### src/rtl/alu_top_pkg.sv
// alu_top_pkg: shared constants for the registered ALU.
//   unit_e    : execution-unit select carried on ALU_FUNC[3:2]
//   FN_*      : the sixteen 4-bit function codes
//   CMP_RES_* : result codes driven by the compare unit
package alu_top_pkg;

    typedef enum logic [1:0] {
        ARITH = 2'b00,
        LOGIC = 2'b01,
        CMP   = 2'b10,
        SHIFT = 2'b11
    } unit_e;

    localparam logic [3:0] FN_ADD  = 4'd0;
    localparam logic [3:0] FN_SUB  = 4'd1;
    localparam logic [3:0] FN_MUL  = 4'd2;
    localparam logic [3:0] FN_DIV  = 4'd3;
    localparam logic [3:0] FN_AND  = 4'd4;
    localparam logic [3:0] FN_OR   = 4'd5;
    localparam logic [3:0] FN_NAND = 4'd6;
    localparam logic [3:0] FN_NOR  = 4'd7;
    localparam logic [3:0] FN_NOP  = 4'd8;
    localparam logic [3:0] FN_EQ   = 4'd9;
    localparam logic [3:0] FN_GT   = 4'd10;
    localparam logic [3:0] FN_LT   = 4'd11;
    localparam logic [3:0] FN_SRA  = 4'd12;  // A >> 1
    localparam logic [3:0] FN_SLA  = 4'd13;  // A << 1
    localparam logic [3:0] FN_SRB  = 4'd14;  // B >> 1
    localparam logic [3:0] FN_SLB  = 4'd15;  // B << 1

    localparam logic [1:0] CMP_RES_NONE = 2'd0;
    localparam logic [1:0] CMP_RES_EQ   = 2'd1;
    localparam logic [1:0] CMP_RES_GT   = 2'd2;
    localparam logic [1:0] CMP_RES_LT   = 2'd3;

endpackage

### src/rtl/alu_arith.sv
// alu_arith: registered unsigned add/sub/mul/div.
//   clk_i, rst_i (sync, active-high), en_i, a_i, b_i, op_i = ALU_FUNC[1:0]
//   res_o : result, carry_o : add carry / sub borrow, flag_o : unit valid
module alu_arith
    import alu_top_pkg::*;
#(
    parameter int Width = 16
) (
    input  logic             clk_i,
    input  logic             rst_i,
    input  logic             en_i,
    input  logic [Width-1:0] a_i,
    input  logic [Width-1:0] b_i,
    input  logic [1:0]       op_i,
    output logic [Width-1:0] res_o,
    output logic             carry_o,
    output logic             flag_o
);

    logic [Width:0]   wide_d;   // bit Width is carry (add) or borrow (sub)
    logic [Width-1:0] res_d, res_q;
    logic             carry_d, carry_q, flag_q;

    always_comb begin
        wide_d  = '0;
        res_d   = '0;
        carry_d = 1'b0;
        if (en_i) begin
            case ({ARITH, op_i})
                FN_ADD:  wide_d = {1'b0, a_i} + {1'b0, b_i};
                FN_SUB:  wide_d = {1'b0, a_i} - {1'b0, b_i};
                FN_MUL:  wide_d = {1'b0, a_i * b_i};
                default: wide_d = (b_i == '0) ? '0 : {1'b0, a_i / b_i};
            endcase
            res_d   = wide_d[Width-1:0];
            carry_d = wide_d[Width];
        end
    end

    always_ff @(posedge clk_i) begin
        if (rst_i) begin
            res_q   <= '0;
            carry_q <= 1'b0;
            flag_q  <= 1'b0;
        end else begin
            res_q   <= res_d;
            carry_q <= carry_d;
            flag_q  <= en_i;
        end
    end

    assign res_o   = res_q;
    assign carry_o = carry_q;
    assign flag_o  = flag_q;

endmodule

### src/rtl/alu_cmp.sv
// alu_cmp: registered unsigned compare producing a small result code.
//   clk_i, rst_i (sync, active-high), en_i, a_i, b_i, op_i = ALU_FUNC[1:0]
//   res_o : zero-extended CMP_RES_* code, flag_o : unit valid
module alu_cmp
    import alu_top_pkg::*;
#(
    parameter int Width = 16
) (
    input  logic             clk_i,
    input  logic             rst_i,
    input  logic             en_i,
    input  logic [Width-1:0] a_i,
    input  logic [Width-1:0] b_i,
    input  logic [1:0]       op_i,
    output logic [Width-1:0] res_o,
    output logic             flag_o
);

    logic [1:0]       code_d;
    logic [Width-1:0] res_q;
    logic             flag_q;

    always_comb begin
        code_d = CMP_RES_NONE;
        if (en_i) begin
            case ({CMP, op_i})
                FN_EQ:   code_d = (a_i == b_i) ? CMP_RES_EQ : CMP_RES_NONE;
                FN_GT:   code_d = (a_i >  b_i) ? CMP_RES_GT : CMP_RES_NONE;
                FN_LT:   code_d = (a_i <  b_i) ? CMP_RES_LT : CMP_RES_NONE;
                default: code_d = CMP_RES_NONE;
            endcase
        end
    end

    always_ff @(posedge clk_i) begin
        if (rst_i) begin
            res_q  <= '0;
            flag_q <= 1'b0;
        end else begin
            res_q  <= {{(Width-2){1'b0}}, code_d};
            flag_q <= en_i;
        end
    end

    assign res_o  = res_q;
    assign flag_o = flag_q;

endmodule

### src/rtl/alu_decoder.sv
// alu_decoder: unit select to one-hot unit enables.
//   unit_i [1:0] : ALU_FUNC[3:2]
//   en_o   [3:0] : one-hot enable, indexed by unit_e
module alu_decoder
    import alu_top_pkg::*;
(
    input  logic [1:0] unit_i,
    output logic [3:0] en_o
);

    always_comb begin
        en_o         = '0;
        en_o[unit_i] = 1'b1;
    end

endmodule

### src/rtl/alu_logic.sv
// alu_logic: registered AND/OR/NAND/NOR.
//   clk_i, rst_i (sync, active-high), en_i, a_i, b_i, op_i = ALU_FUNC[1:0]
//   res_o : result, flag_o : unit valid
module alu_logic
    import alu_top_pkg::*;
#(
    parameter int Width = 16
) (
    input  logic             clk_i,
    input  logic             rst_i,
    input  logic             en_i,
    input  logic [Width-1:0] a_i,
    input  logic [Width-1:0] b_i,
    input  logic [1:0]       op_i,
    output logic [Width-1:0] res_o,
    output logic             flag_o
);

    logic [Width-1:0] res_d, res_q;
    logic             flag_q;

    always_comb begin
        res_d = '0;
        if (en_i) begin
            case ({LOGIC, op_i})
                FN_AND:  res_d = a_i & b_i;
                FN_OR:   res_d = a_i | b_i;
                FN_NAND: res_d = ~(a_i & b_i);
                default: res_d = ~(a_i | b_i);
            endcase
        end
    end

    always_ff @(posedge clk_i) begin
        if (rst_i) begin
            res_q  <= '0;
            flag_q <= 1'b0;
        end else begin
            res_q  <= res_d;
            flag_q <= en_i;
        end
    end

    assign res_o  = res_q;
    assign flag_o = flag_q;

endmodule

### src/rtl/alu_shift.sv
// alu_shift: registered one-bit logical shift of A or B, zero fill.
//   clk_i, rst_i (sync, active-high), en_i, a_i, b_i, op_i = ALU_FUNC[1:0]
//   res_o : result, flag_o : unit valid
module alu_shift
    import alu_top_pkg::*;
#(
    parameter int Width = 16
) (
    input  logic             clk_i,
    input  logic             rst_i,
    input  logic             en_i,
    input  logic [Width-1:0] a_i,
    input  logic [Width-1:0] b_i,
    input  logic [1:0]       op_i,
    output logic [Width-1:0] res_o,
    output logic             flag_o
);

    logic [Width-1:0] res_d, res_q;
    logic             flag_q;

    always_comb begin
        res_d = '0;
        if (en_i) begin
            case ({SHIFT, op_i})
                FN_SRA:  res_d = a_i >> 1;
                FN_SLA:  res_d = a_i << 1;
                FN_SRB:  res_d = b_i >> 1;
                default: res_d = b_i << 1;
            endcase
        end
    end

    always_ff @(posedge clk_i) begin
        if (rst_i) begin
            res_q  <= '0;
            flag_q <= 1'b0;
        end else begin
            res_q  <= res_d;
            flag_q <= en_i;
        end
    end

    assign res_o  = res_q;
    assign flag_o = flag_q;

endmodule

### src/rtl/alu_top.sv
// alu_top: registered ALU with four execution units, one enabled per cycle.
//   CLK, RST (sync, active-high), A, B, ALU_FUNC ([3:2] unit, [1:0] op)
//   Arith_OUT/Carry_OUT/Arith_Flag, Logic_OUT/Logic_Flag,
//   CMP_OUT/CMP_Flag, SHIFT_OUT/SHIFT_Flag : per-unit result and valid,
//   all with one cycle of latency; disabled units register zero.
module alu_top
    import alu_top_pkg::*;
#(
    parameter int Width = 16
) (
    input  logic             CLK,
    input  logic             RST,
    input  logic [Width-1:0] A,
    input  logic [Width-1:0] B,
    input  logic [3:0]       ALU_FUNC,
    output logic [Width-1:0] Arith_OUT,
    output logic             Carry_OUT,
    output logic             Arith_Flag,
    output logic [Width-1:0] Logic_OUT,
    output logic             Logic_Flag,
    output logic [Width-1:0] CMP_OUT,
    output logic             CMP_Flag,
    output logic [Width-1:0] SHIFT_OUT,
    output logic             SHIFT_Flag
);

    logic [3:0] unit_en;

    alu_decoder u_dec (
        .unit_i (ALU_FUNC[3:2]),
        .en_o   (unit_en)
    );

    alu_arith #(.Width(Width)) u_arith (
        .clk_i (CLK), .rst_i (RST), .en_i (unit_en[ARITH]),
        .a_i (A), .b_i (B), .op_i (ALU_FUNC[1:0]),
        .res_o (Arith_OUT), .carry_o (Carry_OUT), .flag_o (Arith_Flag)
    );

    alu_logic #(.Width(Width)) u_logic (
        .clk_i (CLK), .rst_i (RST), .en_i (unit_en[LOGIC]),
        .a_i (A), .b_i (B), .op_i (ALU_FUNC[1:0]),
        .res_o (Logic_OUT), .flag_o (Logic_Flag)
    );

    alu_cmp #(.Width(Width)) u_cmp (
        .clk_i (CLK), .rst_i (RST), .en_i (unit_en[CMP]),
        .a_i (A), .b_i (B), .op_i (ALU_FUNC[1:0]),
        .res_o (CMP_OUT), .flag_o (CMP_Flag)
    );

    alu_shift #(.Width(Width)) u_shift (
        .clk_i (CLK), .rst_i (RST), .en_i (unit_en[SHIFT]),
        .a_i (A), .b_i (B), .op_i (ALU_FUNC[1:0]),
        .res_o (SHIFT_OUT), .flag_o (SHIFT_Flag)
    );

endmodule

### config.mk
export PLATFORM = sky130hd
export DESIGN_NAME = alu_top
export DESIGN_NICKNAME = d
export VERILOG_FILES = /design/src/rtl/alu_top_pkg.sv /design/src/rtl/alu_arith.sv /design/src/rtl/alu_cmp.sv /design/src/rtl/alu_decoder.sv /design/src/rtl/alu_logic.sv /design/src/rtl/alu_shift.sv /design/src/rtl/alu_top.sv
export SDC_FILE = /design/constraint.sdc
export NUM_CORES = 1
export LEC_CHECK = 0
export ABC_AREA = 1
export ABC_CLOCK_PERIOD_IN_PS = 56500
export BUFFER_PORTS_ARGS = -buffer_cell sky130_fd_sc_hd__clkbuf_2
export CAP_MARGIN = 10
export CORE_ASPECT_RATIO = 0.8
export CORE_UTILIZATION = 60
export CTS_CLUSTER_SIZE = 14
export DETAILED_ROUTE_END_ITERATION = 12
export PLACE_DENSITY = 0.78
export SETUP_SLACK_MARGIN = 0.05
export SYNTH_ARGS = -nofsm -noshare
export SYNTH_HDL_FRONTEND = slang
export SYNTH_HIERARCHICAL = 1
export SYNTH_SLANG_ARGS = --single-unit
### constraint.sdc
create_clock -name CLK -period 56.5 [get_ports CLK]
set_input_delay 11.3 -clock CLK [delete_from_list [all_inputs] [get_ports CLK]]
set_output_delay 11.3 -clock CLK [all_outputs]
set_load 0.01 [all_outputs]
Word-level counts from Yosys, hierarchy flattened --
Cells that the tools add are included.
Word-level totals: bits in registers 69, word-level logic and storage cells 47
Cells by class: $add $sub $neg 2, $mul 1, div/mod/pow operators 1, $lt $le $gt $ge 4, equal/unequal tests 4, muxes and demuxes 10, bitwise logic cells 8, reduce and logical (&&, ||, !) cells 7
Operators by type and width (number):
- 16-bit one-hot mux with 3 select lines | 2
- 17-bit one-hot mux with 3 select lines | 1
- 16-bit inverter | 2
- 16-bit by 16-bit adder with 17-bit output | 1
- 16-bit by 16-bit subtractor with 17-bit output | 1
- 16-bit bitwise AND | 1
- 16-bit by 16-bit divider with 16-bit output | 1
- 16-bit == test | 1
- 16-bit greater-than comparator | 1
- 16-bit zero test | 1
- 16-bit less-than comparator | 1
- 16-bit by 16-bit multiplier with 16-bit output | 1
- 16-bit 2-to-1 mux | 1
- 16-bit OR | 1
- 2-bit OR reduction | 4
- 2-bit one-hot mux with 3 select lines | 1
- 2-bit == test (second input constant) | 2
- 2-bit 2-to-1 mux | 2
- 1-bit inverter | 4
- 2-bit by 3-bit less-than comparator with 1-bit output (second input constant) | 1
- 1-bit demux with 2-bit select | 1
- 2-bit by 1-bit == test with 1-bit output (second input constant) | 1
- 2-bit by 1-bit greater-or-equal comparator with 1-bit output (second input constant) | 1
- 2-bit zero test | 1
- 2 further kinds | 3

Depth between registers and ports, before layout --
word-level depth 6, gate-level depth with buffers 207

By module --
Netlist, hierarchy kept.
Modules (own cells, without submodules):
- alu_arith | instances 1, cells each 2087, area each 13419.1 um2
- alu_logic | instances 1, cells each 171, area each 1004.7 um2
- alu_shift | instances 1, cells each 151, area each 924.6 um2
- alu_cmp | instances 1, cells each 104, area each 675.6 um2
- alu_decoder | instances 1, cells each 7, area each 26.3 um2

Worst setup path before layout --
No wires, ideal clock.
path type input port to flip-flop, start point in B[0], end point reg u_arith.res_q[0], in the netlist u_arith/res_o[0], library setup time 0.122 ns, arrival time 33.352 ns, data required time 56.378 ns, path slack 23.027 ns, cell stages on the path 197, path buffers 6, cells stage by stage clkbuf_1 -> inv_1 -> ha_1 -> inv_1 -> nor2_1 -> nand2_1 -> nor2_1 -> nand2_1 -> o21ai_1 -> nand2_1 -> nand2_1 -> ha_1 -> nand2_1 -> inv_1 -> nand2_1 -> nor2_1 -> nand3_1 -> nor2_1 -> [... 161 more ...] -> nand2_1 -> nand3_1 -> inv_1 -> buf_4 -> o21ai_0 -> ha_1 -> o21a_1 -> o21a_1 -> o21a_1 -> o21a_1 -> o21a_1 -> o21a_1 -> o21ai_0 -> nand2_1 -> a41oi_1 -> nor2_1 -> o21ai_0 -> a21oi_1
On the way: longest elaborated chain between the ends 3, elaborated cells on any way between the ends 7, those cells by class 2 x add/sub; 1 x mul; 1 x div; 2 x mux; 1 x reduce/logical
Ends and longest elaborated chain:
- from (decl) | line alu_top.sv:14 | input logic [Width-1:0] B,
- 16-bit by 16-bit divider with 16-bit output or 16-bit zero test (tied branches) | line alu_arith.sv:33 | default: wide_d = (b_i == '0) ? '0 : {1'b0, a_i / b_i};
- 16-bit 2-to-1 mux | line alu_arith.sv:33
- 17-bit one-hot mux with 3 select lines (*) | line alu_arith.sv:29 | case ({ARITH, op_i})
- to (signal assigned) | line alu_arith.sv:46 | res_q <= res_d;
- to (decl) | line alu_arith.sv:21 | logic [Width-1:0] res_d, res_q;
Mark *: on every way between the ends. The rest lies on a longest branch, timed or not. A chain may end at the register's enable or synchronous reset.

Worst setup path in the final report --
Ends and elaborated chain as after synthesis.

==> impl_metrics.env <==
export IMPL_cts_root_buffer="clkbuf_16"
export IMPL_num_io_pins=107
export IMPL_ctsHoldBuffers=0
export IMPL_critPathSlowestCell="a21oi_1"
export IMPL_fmax_ghz=0.0254
export IMPL_setup_viol_count_final=0
export IMPL_cp_top_family="simple AND/OR/NAND/NOR gates"
export IMPL_synth_seq_cells=55
export IMPL_status="complete, no violations"
export IMPL_p_leak_nw=9.75
export IMPL_die_area_um2=27400
export IMPL_cp_arrival_ns=39.59
export IMPL_die_w_um=185
export IMPL_cts_inserted_buffers=5
export IMPL_power_frac_seq=0.107
export IMPL_syn_inst=2520
export IMPL_synth_edf_count=0
export IMPL_portBuffers=92
export IMPL_cap_viol_max_count=0
export IMPL_drive_gt1_frac=0.122
export IMPL_slew_headroom=0.439
export IMPL_grt_pass1_vias=15100
export IMPL_yosysWarnings=6
export IMPL_tightestPinTransition_ns=0.838
export IMPL_ir_drop_uv=20.0
export IMPL_ant_nets=0
export IMPL_placed_area_um2=16600
export IMPL_num_fill_cells=2526
export IMPL_syn_area_um2=16100
export IMPL_yosys_most_used_dff="dfxtp_1"
export IMPL_synth_cell_types=62
export IMPL_drt_iter0_markers=1743
export IMPL_layout_nets=2908
export IMPL_n_antenna_cell=0
export IMPL_setup_tns_ns=0
export IMPL_cts_tree="yes"
export IMPL_core_region_area_um2=26300
export IMPL_grt_use_total=0.364
export IMPL_power_frac_comb=0.806
export IMPL_dpl_hpwl_um=38100
export IMPL_via_per_inst=5.67
export IMPL_final_cell_mix="nand2_1, inv_1, ha_1"
export IMPL_start_util=0.611
export IMPL_fin_area_um2=16800
export IMPL_setup_worst_path_class="in -> reg"
export IMPL_die_y_um=148
export IMPL_wl_per_cell_um=17.1
export IMPL_rsz0062_at_grt="no"
export IMPL_hold_viol_final=0
export IMPL_p_clk_frac=0.087
export IMPL_power_switching_mw=0.210
export IMPL_power_density_nw_per_um2=23.1
export IMPL_worstSetupStartpointType="input pin"
export IMPL_hp_class="in -> reg"
export IMPL_min_period_ns=39.39
export IMPL_finalMaxSlewViolations=0
export IMPL_vias=16600
export IMPL_critPathMaxStageDelay_ns=0.63
export IMPL_routabilityCongestion=1.02
export IMPL_clkTransAtPathRegs_ns=0.09
export IMPL_clock_path_buffers=2
export IMPL_timing_critical_path_mode_cell="nand2_1"
export IMPL_p_int_mw=0.178
export IMPL_syn2layout_area_growth_pct=4.65
export IMPL_antenna_found_initial=0
export IMPL_rows=53
export IMPL_setup_slack_ns=17.11
export IMPL_crit_fanout=25
export IMPL_swShare=0.541
export IMPL_clock_sinks=55
export IMPL_cp_num_buf_inv=22
export IMPL_whs_ns=11.26
export IMPL_final_common_cell="nand2_1"
export IMPL_cp_data_required_time_ns=56.70
export IMPL_post_cts_setup_buffer_count=0
export IMPL_synth_async_sr_flop_share=0
export IMPL_dp_slack_ns=17.53
export IMPL_post_cts_resized=0
export IMPL_end_kind="flop"
export IMPL_p_total_mw=0.388
export IMPL_grt_ovfl_total=0
export IMPL_ys_seq_area_frac=0.0686
export IMPL_drt_total_wl_um=49900
export IMPL_grt_max_degree=66
export IMPL_synth_avg_cell_area_um2=6.37
export IMPL_dr_pass1_iters=10
export IMPL_grt_pass1_wl_um=78500
export IMPL_drc_errors=0
export IMPL_fin_crit_sh=0.697
export IMPL_htreeDepth=2
==> final timing paths <==
check                   start                     endpoint  cells past startpoint
hold / removal    ALU_FUNC[2]      u_cmp/flag_o$_SDFF_PP0_                      4
setup / recovery         B[0]  u_arith/res_o[0]$_SDFF_PP0_                    178
==> state kept, by name, indices dropped and copies added, names as in the netlist <==
register,count
u_arith/res_o,16
u_logic/res_o,16
u_shift/res_o,16
u_cmp/res_o,2
u_arith/carry_o,1
u_arith/flag_o,1
u_cmp/flag_o,1
u_logic/flag_o,1
u_shift/flag_o,1
==> power groups by stage <==
stage / registers [mW] / logic, mW / clock network (mW)
after floorplan: 0.0435 / 0.224 / 0
after global placement: 0.0423 / 0.296 / 0
after detailed placement: 0.0424 / 0.302 / 0
after CTS: 0.0415 / 0.305 / 0.0344
after global routing: 0.0417 / 0.349 / 0.0357
final: 0.0415 / 0.312 / 0.0339
==> metrics by stage <==
step                      utilization  instances
after floorplan                     -       2533
after global placement          0.634       2917
after detailed placement        0.634       2917
after CTS                       0.640       2925
after global routing            0.640       2925
final                           0.640       2925
==> cell type report <==
type	instances	area, µm²	area share
Clock inverter	3	27.5	0.00164
Timing Repair Buffer	111	603	0.0359
Clock buffer	5	125	0.00745
Sequential cell	55	1100	0.0656
Inverter	482	1810	0.108
Multi-Input combinational cell	1912	12700	0.755
Tap cell	357	447	0.0266
==> logic make-up after synthesis <==
logic type / count (synthesis) / synth area share
buffers and inverters: 566 / 0.144
XOR/XNOR: 99 / 0.0540
flip-flops: 55 / 0.0686
AO/OA/AOI/OAI: 306 / 0.114
multiplexers: 1 / 0.000624
other: 1 / 0.000234
AND/OR/NAND/NOR: 1189 / 0.344
adder cells (fa/ha/maj): 303 / 0.274
==> per-layer routing <==
metal | wire, µm | GRT usage | up-vias
met3 | 5130 | 0.0531 | 155
li1 | - | - | 7988
met1 | 21200 | 0.497 | 7527
met2 | 21700 | 0.585 | 921
met5 | 0 | 0 | -
met4 | 1870 | 0.127 | 0
==> cells in the mapped netlist (7+ instances only) <==
| master | instances | area (µm²) |
|---|---|---|
| a21oi_1 | 124 | 621 |
| and2_1 | 24 | 150 |
| buf_2 | 12 | 60.1 |
| buf_4 | 24 | 180 |
| buf_6 | 7 | 78.8 |
| clkbuf_1 | 37 | 139 |
| dfxtp_1 | 55 | 1100 |
| fa_1 | 81 | 1620 |
| ha_1 | 222 | 2780 |
| inv_1 | 469 | 1760 |
| inv_2 | 10 | 37.5 |
| nand2_1 | 646 | 2420 |
| nand2_2 | 56 | 350 |
| nand2_4 | 7 | 78.8 |
| nand3_1 | 145 | 726 |
| nand3_2 | 47 | 470 |
| nand3b_1 | 7 | 52.6 |
| nand4_1 | 8 | 50.1 |
| nor2_1 | 157 | 589 |
| nor2_2 | 14 | 87.6 |
| nor3_1 | 17 | 85.1 |
| nor4_1 | 7 | 43.8 |
| o21a_1 | 11 | 82.6 |
| o21ai_0 | 78 | 390 |
| o21ai_1 | 13 | 65.1 |
| o21bai_1 | 12 | 90.1 |
| o22ai_1 | 7 | 43.8 |
| or2_2 | 36 | 225 |
| xnor2_1 | 30 | 263 |
| xor2_1 | 69 | 604 |
Note: power is estimated with default switching activity, not from simulation.
